==> src/rtl/pc_pkg.sv <==
`default_nettype none
// ============================================================================
// Module      : pc_pkg
// Description : Shared defaults and next-PC source encoding for pc_unit.
// Revision    : 1.0 - initial release
// ============================================================================
package pc_pkg;

  localparam int unsigned DEF_PC_W      = 5;
  localparam int unsigned DEF_INC       = 1;
  localparam int unsigned DEF_RESET_VEC = 0;
  localparam int unsigned DEF_TRAP_VEC  = (2 ** DEF_PC_W) - 1;
  localparam int unsigned DEF_RAS_DEPTH = 4;

  // Next-PC sources, listed from highest to lowest priority.
  typedef enum logic [2:0] {
    SRC_TRAP = 3'd0,
    SRC_RET  = 3'd1,
    SRC_CALL = 3'd2,
    SRC_JUMP = 3'd3,
    SRC_BR   = 3'd4,
    SRC_HOLD = 3'd5,
    SRC_INC  = 3'd6
  } pc_src_e;

endpackage
`default_nettype wire

==> src/rtl/pc_ras.sv <==
`default_nettype none
// ============================================================================
// Module      : pc_ras
// Description : Circular return-address stack. A push while full silently
//               overwrites the oldest entry; count saturates at DEPTH.
// Revision    : 1.0 - initial release
// ============================================================================
module pc_ras #(
  parameter int unsigned W     = 5,
  parameter int unsigned DEPTH = 4,
  localparam int unsigned PTR_W = $clog2(DEPTH),
  localparam int unsigned CNT_W = $clog2(DEPTH + 1)
) (
  input  logic             clk,
  input  logic             rst_n,
  input  logic             push,
  input  logic             pop,
  input  logic [W-1:0]     push_data,
  output logic [W-1:0]     top,
  output logic [CNT_W-1:0] count,
  output logic             empty,
  output logic             full
);

  logic [W-1:0]     mem_q [DEPTH];
  logic [PTR_W-1:0] wr_ptr_q;
  logic [CNT_W-1:0] cnt_q;

  // Pointer and occupancy; pointer wraps naturally because DEPTH is a power of 2.
  always_ff @(posedge clk or negedge rst_n) begin
    if (!rst_n) begin
      wr_ptr_q <= '0;
      cnt_q    <= '0;
    end else if (push) begin
      wr_ptr_q <= wr_ptr_q + PTR_W'(1);
      if (!full) cnt_q <= cnt_q + CNT_W'(1);
    end else if (pop && !empty) begin
      wr_ptr_q <= wr_ptr_q - PTR_W'(1);
      cnt_q    <= cnt_q - CNT_W'(1);
    end
  end

  // Entry storage; contents are don't-care after reset since count gates use.
  always_ff @(posedge clk) begin
    if (push) mem_q[wr_ptr_q] <= push_data;
  end

  assign top   = mem_q[wr_ptr_q - PTR_W'(1)];
  assign count = cnt_q;
  assign empty = (cnt_q == '0);
  assign full  = (cnt_q == CNT_W'(DEPTH));

endmodule
`default_nettype wire

==> src/rtl/pc_unit.sv <==
`default_nettype none
// ============================================================================
// Module      : pc_unit
// Description : Fetch-stage program counter with priority next-PC selection,
//               return-address stack and sticky RAS error flags.
// Revision    : 1.0 - initial release
// ============================================================================
module pc_unit
  import pc_pkg::*;
#(
  parameter int unsigned PC_W      = DEF_PC_W,
  parameter int unsigned INC       = DEF_INC,
  parameter int unsigned RESET_VEC = DEF_RESET_VEC,
  parameter int unsigned TRAP_VEC  = (2 ** PC_W) - 1,
  parameter int unsigned RAS_DEPTH = DEF_RAS_DEPTH
) (
  input  logic            clk,
  input  logic            rst_n,
  input  logic            stall,
  input  logic            br_taken,
  input  logic            jump,
  input  logic            call,
  input  logic            ret,
  input  logic            trap,
  input  logic [PC_W-1:0] target,
  input  logic            clr_err,
  output logic [PC_W-1:0] pc,
  output logic            ras_empty,
  output logic            ras_full,
  output logic            ras_ovf,
  output logic            ras_unf
);

  localparam int unsigned CNT_W = $clog2(RAS_DEPTH + 1);
  localparam logic [PC_W-1:0] c_inc = PC_W'(INC);

  logic [PC_W-1:0]  pc_q, pc_d;
  logic             ovf_q, ovf_d;
  logic             unf_q, unf_d;
  logic             ras_push, ras_pop;
  logic             ovf_evt, unf_evt;
  logic [PC_W-1:0]  ras_top;
  logic [CNT_W-1:0] ras_cnt;
  pc_src_e          src;

  pc_ras #(
    .W     (PC_W),
    .DEPTH (RAS_DEPTH)
  ) u_ras (
    .clk       (clk),
    .rst_n     (rst_n),
    .push      (ras_push),
    .pop       (ras_pop),
    .push_data (pc_q + c_inc),
    .top       (ras_top),
    .count     (ras_cnt),
    .empty     (ras_empty),
    .full      (ras_full)
  );

  // Priority encoder: exactly one source wins each cycle.
  always_comb begin
    src = SRC_INC;
    if (trap)          src = SRC_TRAP;
    else if (ret)      src = SRC_RET;
    else if (call)     src = SRC_CALL;
    else if (jump)     src = SRC_JUMP;
    else if (br_taken) src = SRC_BR;
    else if (stall)    src = SRC_HOLD;
  end

  // Next-PC mux and stack control for the winning source.
  always_comb begin
    pc_d     = pc_q + c_inc;
    ras_push = 1'b0;
    ras_pop  = 1'b0;
    ovf_evt  = 1'b0;
    unf_evt  = 1'b0;
    case (src)
      SRC_TRAP: pc_d = PC_W'(TRAP_VEC);
      SRC_RET: begin
        if (ras_cnt != '0) begin
          pc_d    = ras_top;
          ras_pop = 1'b1;
        end else begin
          pc_d    = target;
          unf_evt = 1'b1;
        end
      end
      SRC_CALL: begin
        pc_d     = target;
        ras_push = 1'b1;
        ovf_evt  = (ras_cnt == CNT_W'(RAS_DEPTH));
      end
      SRC_JUMP, SRC_BR: pc_d = target;
      SRC_HOLD: pc_d = pc_q;
      default:  pc_d = pc_q + c_inc;
    endcase
  end

  // Sticky flags: a coincident event beats clr_err.
  always_comb begin
    ovf_d = (ovf_q & ~clr_err) | ovf_evt;
    unf_d = (unf_q & ~clr_err) | unf_evt;
  end

  // PC and flag registers.
  always_ff @(posedge clk or negedge rst_n) begin
    if (!rst_n) begin
      pc_q  <= PC_W'(RESET_VEC);
      ovf_q <= 1'b0;
      unf_q <= 1'b0;
    end else begin
      pc_q  <= pc_d;
      ovf_q <= ovf_d;
      unf_q <= unf_d;
    end
  end

  assign pc      = pc_q;
  assign ras_ovf = ovf_q;
  assign ras_unf = unf_q;

endmodule
`default_nettype wire
==> config.mk <==
export PLATFORM = sky130hd
export DESIGN_NAME = pc_unit
export DESIGN_NICKNAME = d
export VERILOG_FILES = /design/src/rtl/pc_pkg.sv /design/src/rtl/pc_ras.sv /design/src/rtl/pc_unit.sv
export SDC_FILE = /design/constraint.sdc
export NUM_CORES = 1
export LEC_CHECK = 0
export ABC_AREA = 1
export BUFFER_PORTS_ARGS = -buffer_cell sky130_fd_sc_hd__buf_2
export CORE_ASPECT_RATIO = 1.5
export CORE_UTILIZATION = 45
export DETAILED_ROUTE_END_ITERATION = 10
export PLACE_DENSITY = 0.64
export SLEW_MARGIN = 10
export SYNTH_ARGS = -nofsm -noshare
export SYNTH_HDL_FRONTEND = slang
export SYNTH_SLANG_ARGS = --single-unit
==> constraint.sdc <==
create_clock -name clk -period 2 [get_ports clk]
set_clock_uncertainty 0.1 [all_clocks]
set_input_delay 0.3 -clock clk [delete_from_list [all_inputs] [get_ports clk]]
set_output_delay 0.3 -clock clk [all_outputs]
set_load 0.03 [all_outputs]
# Word-level counts from Yosys, hierarchy flattened
# Memories as Yosys holds them, arrays and structs flattened.
# Cells that the tools add are included.
[totals]
latchBits = 0
mem_count = 1
mem_bits_rw = 20
rom_bits = 0
word_cells = 52
input_bits = 14
register_bits = 12
out_inout_bits = 9
[op_classes]
n_bitwise = 5
add_sub_neg = 5
reduce_logical = 8
multipliers = 0
n_shift = 0
n_lt_le_gt_ge = 0
n_eq_ne = 7
n_div = 0
muxes = 21
[mem_list]
columns = ["name", "words", "width", "read_ports", "rd_clocked_by_memory_dff", "write_ports", "line", "source"]
rows = [
  ["u_ras.mem_q", 4, 5, 1, 0, 1, "pc_ras.sv:25", "logic [W-1:0] mem_q [DEPTH];"],
]
[op_table]
columns = ["operator", "n"]
rows = [
  ["$mux W3", 7],
  ["$pmux W5 S4", 1],
  ["$eq A3 B3 Y1 const B", 3],
  ["$mux W1", 8],
  ["$mux W2", 4],
  ["$eq A3 B2 Y1 const B", 2],
  ["$logic_not A3 Y1", 2],
  ["$add A5 B1 Y5 const B", 1],
  ["$mux W5", 1],
  ["$add A3 B1 Y3 const B", 1],
  ["$eq A3 B1 Y1 const B", 1],
  ["$reduce_bool A3 Y1", 1],
  ["$reduce_or A3 Y1", 1],
  ["$sub A3 B1 Y3 const B", 1],
  ["$add A2 B1 Y2 const B", 1],
  ["$and A1 B1 Y1", 2],
  ["$ne A2 B2 Y1 const B", 1],
  ["$or A1 B1 Y1", 2],
  ["$reduce_and A2 Y1", 1],
  ["$reduce_bool A2 Y1", 1],
  ["$sub A2 B1 Y2 const B", 1],
  ["$logic_and A1 B1 Y1", 1],
  ["$logic_not A1 Y1", 1],
  ["$not A1 Y1", 1],
]

# Depth between registers and ports, before layout
[depth]
depth_word = 11
depth_mapped = 13
depth_no_buf = 12

# Hierarchy
# Synthesis repeated with hierarchy kept, for this count alone.
[unflattened]
hier_cells = 212
area_unflattened_um2 = 1819.2
[by_module_without_submodules]
columns = ["module", "n_inst", "seq_area_each_um2", "cells_per_inst", "area_each_um2"]
rows = [
  ["pc_ras", 1, 725.7, 104, 1157.4],
  ["pc_unit", 1, 175.2, 108, 661.9],
]

# Worst setup path before layout
# OpenSTA, ideal clock, no wires.
[synth_path]
kind = "reg-to-reg"
start = "reg u_ras.wr_ptr_q[0]"
end = "reg pc_q[0] (netlist: pc[0])"
path_buffers = 2
path_stages_with_launch = 11
required_ns = 1.782
arrival_ns = 1.530
slack_ns = 0.252
period_less_slack_ns = 1.748
setup_time_ns = 0.118
path_cell_list = "dfrtp_1 inv_1 buf_2 ha_1 clkbuf_2 inv_1 nand3_1 a31oi_1 nand2_1 nor2_1 nor2_1"
[synth_via]
elab_chain_cells = 4
[synth_rtl]
columns = ["item", "line", "source"]
rows = [
  ["from (decl)", "pc_ras.sv:26", "logic [PTR_W-1:0] wr_ptr_q;"],
  ["from (signal assigned)", "pc_ras.sv:35", "wr_ptr_q <= wr_ptr_q + PTR_W'(1);"],
  ["from (signal assigned)", "pc_ras.sv:38", "wr_ptr_q <= wr_ptr_q - PTR_W'(1);"],
  ["$sub A2 B1 Y2", "pc_ras.sv:48", "assign top = mem_q[wr_ptr_q - PTR_W'(1)];"],
  ["$mem_v2 Z4 W5", "-", ""],
  ["$mux W5", "pc_unit.sv:82", "if (ras_cnt != '0) begin"],
  ["$pmux W5 S4", "pc_unit.sv:79", "case (src)"],
  ["to (signal assigned)", "pc_unit.sv:110", "pc_q <= PC_W'(RESET_VEC);"],
  ["to (signal assigned)", "pc_unit.sv:114", "pc_q <= pc_d;"],
  ["to (decl)", "pc_unit.sv:37", "logic [PC_W-1:0] pc_q, pc_d;"],
]
# Every way passes these cells.
# A chain may end at the register's enable or synchronous reset.

# Worst setup path in the final report
[layout_path]
start = "reg u_ras.wr_ptr_q[1]"
end = "reg pc_q[4] (netlist: pc[4])"
# The elaborated chain is that of the path after synthesis.

==> flow_summary.toml <==
[outcome]
run_status = "finished, final reports clean"

[logic_synthesis]
postSynthAreaPerCell_sq_um = 9.12
synth.area.top_cells = "edfxtp_1, dfrtp_1, nand2_1, inv_1, nand3_1"
syn_nets = 213
yosysUniqueCellTypes = 31
synth_cells = 193
ys_seq_elements = 32
synth_largest_area_cell = "edfxtp_1"
yosys_warnings = 0
ys_seq_area_frac = 0.512
syn_area_sq_um = 1760
synth_top_area_share = 0.341

[setup_path]
cp.arrival_ns = 1.91
crit_type = "flop to flop"
cp.buffers_inverters = 3
worst_setup_path_start_kind = "flop"
critPathMaxStageDelay_ns = 0.38
end_kind = "flop"
critPathRequiredTime_ns = 2.13
critPathTopFamily = "flip-flops"
critPathMaxFanout = 7
crit_slowest_cell = "dfrtp_1"
crit_top_cell = "nand2_1"
cp_cell_sequence = "inv_1 -> ha_1 -> inv_1 -> o21ai_0 -> o22ai_1 -> nand2_1 -> nand2_1 -> inv_1 -> nand2_1 -> nand2_1 -> nand2_1"

[detailed_routing]
drc_errors = 0
detail_route.wl_per_cell_um = 12.5
via_per_inst = 4.83
via_count = 1309
totalWireLength_um = 3400
final_antenna_net_count = 0
drtIter0Drc = 40
dr.pass1.iters = 4

[global_routing]
grt_pass1_wl_um = 6000
antenna_found_initial = 0
grt_pass1_vias = 1338
grt_use_total = 0.201
gr-total-overflow = 0
grt_max_degree = 14

[placed_design]
place_congestion = 0.853
place_area_sq_um = 1960
dpl.hpwl_um = 2600
numPortBuffers = 22

[sta]
grt_setup_unrepaired = "false"
slew_violations = 0
setup_violations = 0
relSlewSlack = 0.684
setup_tns_ns = 0
fmaxAchievable_mhz = 560
worst_pin_slew_ns = 0.472
period_share = 0.893
final_hold_viol_count = 0
period_needed_ns = 1.79

[floorplan]
io_pins = 23
num_rows = 27
initial_core_util = 0.474
core_area_sq_um = 3720
die_w_um = 53.1
die_h_um = 78.6
die_area_sq_um = 4170

[clock_tree]
htreeDepth = 2
cts_buffer_depth = 2
cts_setup_buffers = 0
cts-resized-gates = 0
cts_sinks = 32
cts_tree = "built"
path_clk_slew_ns = 0.07
cts_buffers = 5
root_buffer = "clkbuf_8"
clock_latency_ns = 0.28

[min_path]
hold_path_class = "primary input to flop"

[layout]
final_area_sq_um = 2080
final_common_cell = "nand2_1"
area_growth_pct = 18.3
drive_gt1_frac = 0.263
final_cell_mix = "nand2_1, inv_1, buf_2"
diodes = 0
layout.nets = 247

[power_and_ir_drop]
p_per_area_nw_per_um2 = 1270
ir_drop_mv = 0.886
leakage_nw = 0.990

[flow_run]
maxCapViolations = 0
==> cell type report <==
type	instances	area (sq um)
clock buffer	5	68.8
clock inverter	3	42.5
fill	350	1630
inverter	33	124
multi-input combinational	125	721
sequential	32	901
tap	43	53.8
timing repair buffer	30	173
==> logic make-up after synthesis <==
group	after synthesis	share of synthesized area
buffers and inverters	36	0.0789
DFF	32	0.512
xor gates and xnor gates	7	0.0348
and+or+nand+nor	99	0.282
adders and majority gates	6	0.0469
AOI/OAI and AO/OA	13	0.0455
==> state kept, by name (all words and copies together), names as in the netlist <==
| signal | flops |
|---|---|
| ras_ovf | 1 |
| u_ras.wr_ptr_q | 2 |
| u_ras.mem_q | 20 |
| ras_unf | 1 |
| u_ras.count | 3 |
| pc | 5 |
==> final timing paths <==
path | start | to | slack, ns | depth (start not counted)
min in group asynchronous | rst_n | pc[0] | 0.33 | 2
max in group asynchronous | rst_n | ras_ovf | 1.24 | 2
min | clr_err | ras_unf | 0.13 | 2
min reg2reg | ras_ovf | ras_ovf | 0.44 | 2
max | u_ras.wr_ptr_q[1] | pc[4] | 0.21 | 11
max reg2reg | u_ras.wr_ptr_q[1] | pc[4] | 0.21 | 11
==> per-stage QoR <==
stage / utilization / setup WS, ns / total power [mW] / instances / hold slack, ns
final: 0.561 / 0.214 / 2.65 / 271 / 0.127
after global placement: 0.528 / 0.228 / 2.05 / 262 / 0.104
after detailed placement: 0.528 / 0.192 / 2.06 / 262 / 0.106
after global routing: 0.561 / 0.0393 / 2.83 / 271 / 0.136
after CTS: 0.561 / 0.204 / 2.67 / 271 / 0.124
after floorplan: - / 0.252 / 1.71 / 193 / -0.0956
==> what timing repair did <==
| action | 4_1_cts | 5_1_grt |
|---|---|---|
| hold endpoints to repair | 12 | 0 |
| setup endpoints to repair | 0 | 0 |
| hold buffers | 1 | 0 |
==> metal layers <==
metal / GRT usage / vias to the layer above / share of wire
met5: 0 / - / 0
met4: 0.0658 / 0 / 0.010
li1: - / 680 / -
met2: 0.339 / 31 / 0.53
met1: 0.249 / 594 / 0.43
met3: 0.0407 / 4 / 0.032
==> report_power, final <==
| part | internal (mW) | switching [mW] | total, mW |
|---|---|---|---|
| logic | 0.392 | 0.677 | 1.07 |
| registers | 0.868 | 0.103 | 0.972 |
| clock network | 0.368 | 0.238 | 0.606 |
==> cells in the mapped netlist <==
| cell type | count |
|---|---|
| inv_1 | 26 |
| buf_2 | 2 |
| nand3_4 | 1 |
| o22ai_1 | 2 |
| fa_1 | 1 |
| edfxtp_1 | 20 |
| nor3_4 | 1 |
| inv_2 | 7 |
| nand2_2 | 3 |
| a21oi_1 | 1 |
| nand2_4 | 3 |
| xor2_1 | 6 |
| nand4_1 | 1 |
| a31oi_1 | 1 |
| clkbuf_2 | 1 |
| dfrtp_1 | 12 |
| nand3_2 | 1 |
| nor2_2 | 2 |
| ha_1 | 5 |
| nor2_4 | 2 |
| o21ai_4 | 1 |
| or2_4 | 1 |
| o21ai_0 | 6 |
| xnor2_1 | 1 |
| nor2_1 | 13 |
| nor3_2 | 1 |
| nand3b_1 | 3 |
| o21ai_1 | 2 |
| nand2_1 | 53 |
| nor3_1 | 1 |
| nand3_1 | 13 |
Note: power is estimated with default switching activity, not from simulation.
